===== config.mk =====
export PLATFORM = sky130hd
export DESIGN_NAME = trail_stack
export DESIGN_NICKNAME = d
export VERILOG_FILES = /design/src/rtl/trail_stack.sv
export SDC_FILE = /design/constraint.sdc
export NUM_CORES = 1
export LEC_CHECK = 0
export ABC_AREA = 1
export CAP_MARGIN = 20
export CELL_PAD_IN_SITES_DETAIL_PLACEMENT = 0
export CELL_PAD_IN_SITES_GLOBAL_PLACEMENT = 2
export CORE_MARGIN = 1
export CORE_UTILIZATION = 35
export DETAILED_ROUTE_END_ITERATION = 8
export DONT_BUFFER_PORTS = 1
export MAX_ROUTING_LAYER = met4
export PLACE_DENSITY_LB_ADDON = 0.1
export SKIP_LAST_GASP = 1
export SYNTH_ARGS = -nofsm -noshare
export SYNTH_HDL_FRONTEND = slang
export SYNTH_SLANG_ARGS = --single-unit

===== constraint.sdc =====
create_clock -name clock -period 6.53 [get_ports clock]
set_input_delay 1.306 -clock clock [delete_from_list [all_inputs] [get_ports clock]]
set_output_delay 1.306 -clock clock [all_outputs]
set_load 0.05 [all_outputs]

===== src/rtl/trail_stack.sv =====
// Assignment trail for the SAT datapath: records decisions/implications, unwinds on conflict
// and flips the most recent unflipped decision. One pop per cycle; all outputs registered.
`ifndef MAX_VARS
`define MAX_VARS 8
`endif
`ifndef MAX_VARS_BITS
`define MAX_VARS_BITS 4
`endif

module trail_stack #(
    parameter int DEPTH    = `MAX_VARS,
    parameter int IDX_BITS = `MAX_VARS_BITS
) (
    input  logic                clock,
    input  logic                reset,
    input  logic                push,
    input  logic [IDX_BITS-1:0] push_var,
    input  logic                push_val,
    input  logic                push_is_dec,
    input  logic [IDX_BITS-1:0] push_dec_idx,
    input  logic                conflict,
    output logic                busy,
    output logic                unassign_valid,
    output logic [IDX_BITS-1:0] unassign_var,
    output logic                bt_done,
    output logic [IDX_BITS-1:0] bt_var,
    output logic                bt_val,
    output logic [IDX_BITS-1:0] bt_next_dec_idx,
    output logic                unsat,
    output logic                overflow,
    output logic [IDX_BITS:0]   count,
    output logic                full,
    output logic                empty
);

    localparam int AW = (DEPTH > 1) ? $clog2(DEPTH) : 1;
    localparam logic [IDX_BITS:0] DEPTH_C = (IDX_BITS+1)'(DEPTH);
    localparam logic [0:0] ST_IDLE = 1'b0;
    localparam logic [0:0] ST_POP  = 1'b1;

    logic [IDX_BITS-1:0] ent_var_q  [DEPTH];
    logic                ent_val_q  [DEPTH];
    logic                ent_dec_q  [DEPTH];
    logic [IDX_BITS-1:0] ent_didx_q [DEPTH];

    logic [0:0]          state_q, state_d;
    logic [IDX_BITS:0]   count_q, count_d;
    logic                busy_q, full_q, empty_q;
    logic                unassign_valid_q, unassign_valid_d;
    logic [IDX_BITS-1:0] unassign_var_q, unassign_var_d;
    logic                bt_done_q, bt_done_d;
    logic [IDX_BITS-1:0] bt_var_q, bt_var_d;
    logic                bt_val_q, bt_val_d;
    logic [IDX_BITS-1:0] bt_next_q, bt_next_d;
    logic                unsat_q, unsat_d;
    logic                overflow_q, overflow_d;
    logic                wr_en, flip_en;
    logic [AW-1:0]       wr_ptr, top_ptr;

    assign wr_ptr  = AW'(count_q);
    assign top_ptr = AW'(count_q - 1'b1);

    always_comb begin
        state_d          = state_q;
        count_d          = count_q;
        unassign_valid_d = 1'b0;
        unassign_var_d   = unassign_var_q;
        bt_done_d        = 1'b0;
        bt_var_d         = bt_var_q;
        bt_val_d         = bt_val_q;
        bt_next_d        = bt_next_q;
        unsat_d          = unsat_q;
        overflow_d       = overflow_q;
        wr_en            = 1'b0;
        flip_en          = 1'b0;
        case (state_q)
            ST_IDLE: begin
                // A push in the conflict cycle lands first, so it is unwound too.
                if (!unsat_q) begin
                    if (push) begin
                        if (full_q) begin
                            overflow_d = 1'b1;
                        end else begin
                            wr_en   = 1'b1;
                            count_d = count_q + 1'b1;
                        end
                    end
                    if (conflict) state_d = ST_POP;
                end
            end
            ST_POP: begin
                if (empty_q) begin
                    unsat_d = 1'b1;
                    state_d = ST_IDLE;
                end else if (ent_dec_q[top_ptr]) begin
                    flip_en   = 1'b1;
                    bt_done_d = 1'b1;
                    bt_var_d  = ent_var_q[top_ptr];
                    bt_val_d  = ~ent_val_q[top_ptr];
                    bt_next_d = ent_didx_q[top_ptr] + 1'b1;
                    state_d   = ST_IDLE;
                end else begin
                    count_d          = count_q - 1'b1;
                    unassign_valid_d = 1'b1;
                    unassign_var_d   = ent_var_q[top_ptr];
                end
            end
            default: state_d = ST_IDLE;
        endcase
    end

    // Entry storage needs no reset: count gates which slots are meaningful.
    always_ff @(posedge clock) begin
        if (!reset && wr_en) begin
            ent_var_q[wr_ptr]  <= push_var;
            ent_val_q[wr_ptr]  <= push_val;
            ent_dec_q[wr_ptr]  <= push_is_dec;
            ent_didx_q[wr_ptr] <= push_dec_idx;
        end else if (!reset && flip_en) begin
            ent_val_q[top_ptr] <= ~ent_val_q[top_ptr];
            ent_dec_q[top_ptr] <= 1'b0;
        end
    end

    always_ff @(posedge clock) begin
        if (reset) begin
            state_q          <= ST_IDLE;
            count_q          <= '0;
            busy_q           <= 1'b0;
            full_q           <= 1'b0;
            empty_q          <= 1'b1;
            unassign_valid_q <= 1'b0;
            unassign_var_q   <= '0;
            bt_done_q        <= 1'b0;
            bt_var_q         <= '0;
            bt_val_q         <= 1'b0;
            bt_next_q        <= '0;
            unsat_q          <= 1'b0;
            overflow_q       <= 1'b0;
        end else begin
            state_q          <= state_d;
            count_q          <= count_d;
            busy_q           <= (state_d == ST_POP);
            full_q           <= (count_d == DEPTH_C);
            empty_q          <= (count_d == '0);
            unassign_valid_q <= unassign_valid_d;
            unassign_var_q   <= unassign_var_d;
            bt_done_q        <= bt_done_d;
            bt_var_q         <= bt_var_d;
            bt_val_q         <= bt_val_d;
            bt_next_q        <= bt_next_d;
            unsat_q          <= unsat_d;
            overflow_q       <= overflow_d;
        end
    end

    assign busy            = busy_q;
    assign unassign_valid  = unassign_valid_q;
    assign unassign_var    = unassign_var_q;
    assign bt_done         = bt_done_q;
    assign bt_var          = bt_var_q;
    assign bt_val          = bt_val_q;
    assign bt_next_dec_idx = bt_next_q;
    assign unsat           = unsat_q;
    assign overflow        = overflow_q;
    assign count           = count_q;
    assign full            = full_q;
    assign empty           = empty_q;

endmodule


==> Yosys cells after proc, flatten, opt, wreduce, memory -nomap -nowiden <==
Memory sizes are Yosys's and may differ from the RTL's.
Index checks and enable logic that the tools add are counted.
{ "totals": {"ramBits": 80, "elab_cells": 65, "reg_bits": 25, "output_inout_bits": 25, "memories": 4} }
{ "classes": {"eq_ne": 1, "bitwise_logic": 5, "mux": 29, "addsub": 3, "reduce_logical": 11} }
{ "memory_table": {"columns": ["memory", "words", "word_bits", "read_ports", "rd_clocked_by_memory_dff", "wr", "line", "source"], "rows": [
  ["ent_didx_q", 8, 4, 1, 0, 1, "44", "logic [IDX_BITS-1:0] ent_didx_q [DEPTH];"],
  ["ent_var_q", 8, 4, 1, 0, 1, "41", "logic [IDX_BITS-1:0] ent_var_q [DEPTH];"],
  ["ent_dec_q", 8, 1, 1, 0, 1, "43", "logic ent_dec_q [DEPTH];"],
  ["ent_val_q", 8, 1, 1, 0, 1, "42", "logic ent_val_q [DEPTH];"]
]} }
{ "op_table": {"columns": ["operator", "count"], "rows": [
  ["$mux W5", 5],
  ["$mux W1", 20],
  ["$pmux W5 S2", 1],
  ["$mux W3", 2],
  ["$reduce_and A3 Y1", 2],
  ["$add A5 B1 Y5 const B", 1],
  ["$eq A5 B4 Y1 const B", 1],
  ["$logic_not A5 Y1", 1],
  ["$not A1 Y1", 5],
  ["$sub A5 B1 Y5 const B", 1],
  ["$add A4 B1 Y4 const B", 1],
  ["$reduce_and A4 Y1", 1],
  ["$logic_and A1 B1 Y1", 2],
  ["$pmux W1 S2", 1],
  ["$reduce_and A2 Y1", 1],
  ["$reduce_or A1 Y1", 2],
  ["$reduce_or A2 Y1", 1],
  ["$logic_not A1 Y1", 1]
]} }

==> Depth between registers and ports, before layout <==
Gate-level depths: netlist of run 1.
An unclocked memory read counts as a cell.
{ "depth": {"ltp_word": 11, "depth_mapped": 19, "ltp_nobuf": 15} }

==> Worst setup path before layout of run 1 <==
OpenSTA, ideal clock, no wires.
{ "synth_path": {"path_kind": "reg-to-reg", "start": "reg count_q[0] (netlist: count[0])", "end": "mem ent_dec_q[6] (enable)", "arrival_ns": 2.682, "path_buffers": 4, "path_stages_with_launch": 20, "path_slack_ns": 3.539, "required_ns": 6.221, "cell_sequence": "dfxtp_1 buf_6 inv_4 buf_2 buf_2 ha_1 buf_2 inv_2 nand3_1 nand2_1 nand2_2 nand2_2 nand2_2 clkinv_4 nand2_4 nand2_1 o21ai_2 inv_2 nand2_1 nor2_1"} }
{ "synth_between": {"elab_chain_len": 11} }
{ "synth_lines": {"columns": ["item", "line", "source"], "rows": [
  ["from (decl)", "47", "logic [IDX_BITS:0] count_q, count_d;"],
  ["from (signal assigned)", "142", "count_q <= count_d;"],
  ["$sub A5 B1 Y5", null, null],
  ["$mem_v2 Z8 W1", null, null],
  ["$mux W1", "95", "end else if (ent_dec_q[top_ptr]) begin"],
  ["$mux W1", "92", "if (empty_q) begin"],
  ["$mux W1", null, null],
  ["$logic_and A1 B1 Y1", "119", "end else if (!reset && flip_en) begin"],
  ["$mux W1", "119", null],
  ["$mux W1", "114", "if (!reset && wr_en) begin"],
  ["$mux W1 (implied by the code)", "121", "ent_dec_q[top_ptr] <= 1'b0;"],
  ["$reduce_or A1 Y1 (no source line)", null, null],
  ["$mux W3 (no source line) or $mux W1 (tied branches)", null, null],
  ["to (decl)", "43", null]
]} }
Several ways; a longest one is shown, not always the timed one.

==> Worst setup path in the final report of run 1 <==
{ "layout_path": {"start": "reg count_q[1] (netlist: count[1])", "end": "mem ent_dec_q[5] (enable)"} }
The elaborated chain is that of the path after synthesis.

==> results of run 1 <==
-- cell families (layout without fill, tap and decap cells) --
family	count (synthesis)	count (layout)
and+or+nand+nor	216	216
DFF	105	105
AOI/OAI and AO/OA	76	76
buffers and inverters	51	51
xor gates and xnor gates	4	4
adders and majority gates	3	3
-- flip-flops by register name, indices dropped and copies added (netlist names), 4 cells and up --
register         cells
ent_didx_q          32
ent_dec_q            8
count                5
ent_val_q            8
bt_var               4
ent_var_q           32
unassign_var         4
bt_next_dec_idx      4
-- layer usage --
layer	part of all wire (%)	wire length [um]	vias up
met5	0	0	-
met2	48	5440	59
met4	1.4	155	0
met1	46	5160	1450
met3	4.6	524	12
li1	-	-	1536
-- layout make-up --
| cell class | instances | area, um^2 | area share, % |
|---|---|---|---|
| well taps | 172 | 215 | 4.31 |
| repair buffers | 4 | 33.8 | 0.677 |
| clock inverters | 7 | 92.6 | 1.85 |
| multi-input cells | 299 | 1400 | 28.0 |
| flip-flops and latches | 105 | 2900 | 58.2 |
| clock buffers | 9 | 225 | 4.51 |
| inverters | 31 | 126 | 2.53 |
-- placed cells by master, fill, tap and decap left out, drive strengths merged, types with 3 or more instances in the layout --
cell type    n
buf          4
clkbuf       9
inv         33
nor2        61
nor3         5
a31oi        6
ha           3
a21oi       14
clkinv       3
nand2      122
o22ai        9
nand3       27
edfxtp      80
o21ai       44
dfxtp       25
-- worst max-delay path, cell delays in order (launching register included) --
cell	delay (ns)
dfxtp_1	0.80
inv_1	0.31
ha_1	0.80
inv_2	0.42
nand3_1	0.25
nand3_2	0.13
nand2_2	0.16
nand2_2	0.09
clkinv_4	0.13
nand2_4	0.12
o21ai_2	0.25
nand2_1	0.11
nor2_1	0.18
-- Yosys cell counts (all sizes together) --
library cell / instances / area (um^2)
o21ai: 44 / 228
edfxtp: 80 / 2400
clkbuf: 4 / 15.0
ha: 3 / 37.5
nor2: 61 / 229
xnor2: 2 / 17.5
o22ai: 9 / 56.3
o21bai: 1 / 7.51
nor3: 5 / 30.0
dfxtp: 25 / 500
inv: 30 / 118
clkinv: 1 / 8.76
nand4: 1 / 6.26
nand3: 27 / 145
a31oi: 6 / 37.5
a211oi: 1 / 7.51
buf: 16 / 88.8
nand2: 122 / 478
a32oi: 1 / 8.76
xor2: 2 / 17.5
a21oi: 14 / 70.1
-- path summary, 6_finish.rpt --
path,endpoint,slack [ns],cells past startpoint,from
max reg2reg,ent_dec_q[5],2.46,12,count[1]
min,unassign_var[3],0.72,2,unassign_var[3]
min reg2reg,unassign_var[3],0.72,2,unassign_var[3]
max,ent_dec_q[5],2.46,12,count[1]
-- metrics by stage --
stage	area (um^2)	utilization, %	hold WS [ns]	setup slack [ns]	cells
floorplan	4510	-	0.622	3.54	455
global placement	4660	37.1	0.700	2.57	610
detailed placement	4680	37.2	0.707	2.44	611
CTS	4990	39.7	0.719	2.41	627
global route	4990	39.7	0.738	2.13	627
finish	4990	39.7	0.717	2.46	627
-- power by group through the flow --
stage	combinational, mW	sequential [mW]	clock, mW
floorplan	0.273	0.820	0
global placement	0.379	0.820	0
detailed placement	0.380	0.820	0
CTS	0.381	0.805	0.587
global route	0.425	0.808	0.611
finish	0.375	0.804	0.575
==> results.py, run 1 <==
metrics = {
    "status": {
        "status": "complete, no violations",
    },
    "power_and_ir_drop": {
        "p_switching_mw": 0.597,
        "pwr-share-clk_pct": 32.8,
        "peakVddDrop_v": 0.000213,
        "total_power_mw": 1.75,
        "power_frac_comb_pct": 21.4,
        "seqPwrFrac_pct": 45.8,
        "power.density_nw_per_um2": 351,
        "p_leak_nw": 1.87,
        "p_sw_share_pct": 34.0,
        "internal-power_mw": 1.16,
    },
    "logic_synthesis": {
        "synth-simple-area-share_pct": 19.7,
        "synth_area_per_cell_um2": 9.91,
        "synth_top_family_by_area": "simple AND/OR/NAND/NOR gates",
        "yosys_warnings": 0,
        "synth_nets": 472,
        "synth_fa_ha_area_share_pct": 0.832,
        "ys_types": 31,
        "synth-seq-cells": 105,
        "synth_compound_area_share_pct": 9.21,
        "synthCells": 455,
        "synth.area.mux_share_pct": 0,
        "yosysSeqAreaShare_pct": 64.4,
        "synth_area_um2": 4510,
        "synth_xor_area_share_pct": 0.777,
    },
    "placement": {
        "finalWeightedCongestion": 0.804,
        "port_buffers": 0,
        "place_hpwl_um": 7610,
    },
    "worst_setup_path": {
        "worstPathRequired_ns": 6.58,
        "cp-end-kind": "flip-flop",
        "start_kind": "flip-flop",
        "worst-endpoint-arrival_ns": 4.12,
        "critical_path_class": "flip-flop to flip-flop",
        "path_max_fanout": 25,
    },
    "sta": {
        "setup_tns_ns": 0,
        "maxSlewViolCount": 0,
        "clock-skew-final_ns": 0.00922,
        "setup_violations": 0,
        "rsz0062_at_grt": "false",
        "max_freq_ghz": 0.246,
        "relSlewSlack_pct": 29.7,
        "hold_viol": 0,
        "tightest_slew_ns": 1.05,
        "fin_crit_ns": 4.07,
        "post-route-period-util_pct": 62.3,
    },
    "global_routing": {
        "grt_pass1_wl_um": 17100,
        "met2_usage_pct": 30.2,
        "grt_usage_pct": 18.7,
        "met3_usage_pct": 5.33,
        "antenna_found_initial": 0,
        "grt.met1_usage_pct": 22.7,
        "grt_pass1_vias": 2965,
        "grt-busiest-layer": "met2",
        "grt_overflow": 0,
        "grt_max_degree": 48,
    },
    "drt": {
        "wirelength_um": 11300,
        "vias_per_cell": 4.88,
        "first_pass_iters": 4,
        "routedWlPerCell_um": 18.0,
        "drc_errors": 0,
        "vias": 3057,
        "ant_nets": 0,
        "drtIter0Drc": 221,
    },
    "floorplanning": {
        "ios": 39,
        "start_util_pct": 35.9,
        "die_area_um2": 13300,
        "coreArea_um2": 12600,
        "die_h_um": 116,
        "row_count": 41,
        "die_w_um": 116,
    },
    "cells_and_area": {
        "area_delta_synth_final_pct": 10.7,
        "fillers": 1278,
        "num_antenna_cells": 0,
        "layout-drive-gt1-share_pct": 9.45,
        "nets": 467,
    },
    "clock_tree": {
        "cts_hold_buffers": 0,
        "post_cts_buffers": 0,
        "clockBufferDepth": 2,
        "clkLatencyLatePin_ns": 0.36,
        "cts_htree_levels": 3,
        "ctsRootBufferMaster": "clkbuf_16",
        "clk_pin_slew_worst_paths_ns": 0.07,
        "cts_tree": "yes",
        "cts_inserted_buffers": 9,
        "ctsResizeCount": 0,
        "cts.sinks": 105,
    },
    "worst_hold_path": {
        "hp-class": "flip-flop to flip-flop",
    },
    "run": {
        "maxCapViolCount": 0,
    },
}
Note: power is estimated with default switching activity, not from simulation.
==> run 2, diff against run 1 <==
==> constraint.sdc (replaced) <==
create_clock -name clock -period 4.1 [get_ports clock]
set_input_delay 0.82 -clock clock [delete_from_list [all_inputs] [get_ports clock]]
set_output_delay 0.82 -clock clock [all_outputs]
set_load 0.05 [all_outputs]
==> results.py, run 2 (synthesis gave the netlist of run 1 again) <==
metrics = {
    "sta": {
        "maxSlewViolCount": 0,
        "hold_viol": 0,
        "clock-skew-final_ns": 0.0125,
        "tightest_slew_ns": 0.838,
        "setup_tns_ns": 0,
        "fin_crit_ns": 3.04,
        "post-route-period-util_pct": 74.2,
        "relSlewSlack_pct": 43.9,
        "max_freq_ghz": 0.329,
        "rsz0062_at_grt": "false",
        "setup_violations": 0,
        "setup_ws_ns": 1.06,
    },
    "power_and_ir_drop": {
        "power_frac_comb_pct": 22.8,
        "p_leak_nw": 1.89,
        "power.density_nw_per_um2": 544,
        "peakVddDrop_v": 0.000208,
        "seqPwrFrac_pct": 46.8,
        "p_switching_mw": 0.934,
        "pwr-share-clk_pct": 30.4,
        "p_sw_share_pct": 34.4,
        "internal-power_mw": 1.78,
    },
    "global_routing": {
        "antenna_found_initial": 0,
        "grt_pass1_wl_um": 17300,
        "grt_pass1_vias": 2932,
        "grt_overflow": 0,
        "grt_usage_pct": 18.8,
        "grt_max_degree": 48,
    },
    "floorplanning": {
        "row_count": 41,
        "die_h_um": 116,
        "die_w_um": 116,
        "ios": 39,
        "start_util_pct": 35.9,
        "coreArea_um2": 12600,
        "die_area_um2": 13300,
    },
    "worst_hold_path": {
        "hold_start": "reset",
        "hp-class": "input pin to flip-flop",
    },
    "drt": {
        "first_pass_iters": 5,
        "vias": 3143,
        "routedWlPerCell_um": 17.6,
        "drc_errors": 0,
        "drtIter0Drc": 186,
        "wirelength_um": 11200,
        "vias_per_cell": 4.95,
        "ant_nets": 0,
    },
    "clock_tree": {
        "cts_inserted_buffers": 9,
        "cts.sinks": 105,
        "post_cts_buffers": 0,
        "cts_tree": "yes",
        "clk_pin_slew_worst_paths_ns": 0.07,
        "clockBufferDepth": 2,
        "ctsResizeCount": 0,
        "ctsRootBufferMaster": "clkbuf_16",
        "cts_hold_buffers": 0,
        "cts_htree_levels": 3,
        "clkLatencyLatePin_ns": 0.35,
    },
    "cells_and_area": {
        "fin_util_pct": 39.7,
        "fillers": 1265,
        "instances_no_fill": 635,
        "reg_top3": "ent_didx_q: 32 flops, ent_var_q: 32 flops",
        "num_antenna_cells": 0,
        "multi_input_area_um2": 1380,
        "regArea_um2": 2900,
        "nets": 475,
        "area_delta_synth_final_pct": 10.7,
        "final_cell_mix": "116 x nand2_1, 80 x edfxtp_1, 61 x nor2_1",
        "fin_area_um2": 4990,
        "final_common_cell": "nand2_1",
        "layout-drive-gt1-share_pct": 9.94,
    },
    "placement": {
        "placed_cells": 619,
        "placed_area_um2": 4710,
        "finalWeightedCongestion": 0.753,
        "place_hpwl_um": 7400,
        "dp_slack_ns": 1.02,
        "port_buffers": 0,
    },
    "worst_setup_path": {
        "cp-end-kind": "flip-flop",
        "critical_path_class": "flip-flop to flip-flop",
        "worst-endpoint-arrival_ns": 3.09,
        "rr_startpoint": "count[0]",
        "worstPathRequired_ns": 4.14,
        "path_max_fanout": 45,
        "start_kind": "flip-flop",
        "startpoint": "count[0]",
    },
    "run": {
        "maxCapViolCount": 0,
    },
    "status": {
        "status": "complete, no violations",
    },
}
[run 2: cell types whose count changed in the layout (fill, tap and decap cells not counted), sizes merged]
cell / previous run / this run
buf: 4 / 12
bufinv: 1 / 0
clkinv: 3 / 5
inv: 33 / 32
[run 2: cell type report]
class	instances	share of cell area, %
flip-flops and latches	105	58.2
multi-input cells	299	27.6
clock buffers	9	4.51
well taps	172	4.31
inverters	31	2.53
repair buffers	12	1.81
clock inverters	7	1.05
[run 2: critical path: stages, from the launching register on]
cell	delay [ns]
dfxtp_2	0.33
inv_4	0.33
ha_1	0.33
inv_2	0.38
nand3_1	0.21
nand3_2	0.15
nand2_2	0.07
nand2_2	0.12
clkinv_4	0.13
nand2_4	0.17
inv_4	0.05
nand2_2	0.06
nand3_1	0.15
nor2_1	0.23
[run 2: power groups by stage]
stage	clock (mW)	sequential [mW]	combinational, mW
after floorplan	0	1.31	0.435
after global placement	0	1.30	0.629
after detailed placement	0	1.30	0.629
after CTS	0.847	1.27	0.631
after global routing	0.896	1.28	0.702
final	0.825	1.27	0.619
[run 2: final timing paths]
kind                                   endpoint  slack, ns  depth (start not counted)
worst max-delay path               ent_dec_q[1]       1.06                         13
worst min register to register  unassign_var[3]       0.72                          2
worst max register to register     ent_dec_q[1]       1.06                         13
worst min-delay path            unassign_var[3]       0.53                          1
[run 2: routing by layer]
layer / share of wire, % / up-vias / GRT usage [%]
li1: - / 1551 / -
met5: 0 / - / -
met3: 5.5 / 10 / 4.45
met1: 49 / 1505 / 26.1
met2: 45 / 77 / 27.2
met4: 1.2 / 0 / 5.19
[run 2: metrics by stage]
step | power [mW] | hold WS, ns
detailed placement | 1.93 | 0.711
CTS | 2.75 | 0.519
global route | 2.87 | 0.509
finish | 2.71 | 0.527
global placement | 1.93 | 0.703
floorplan | 1.74 | 0.622
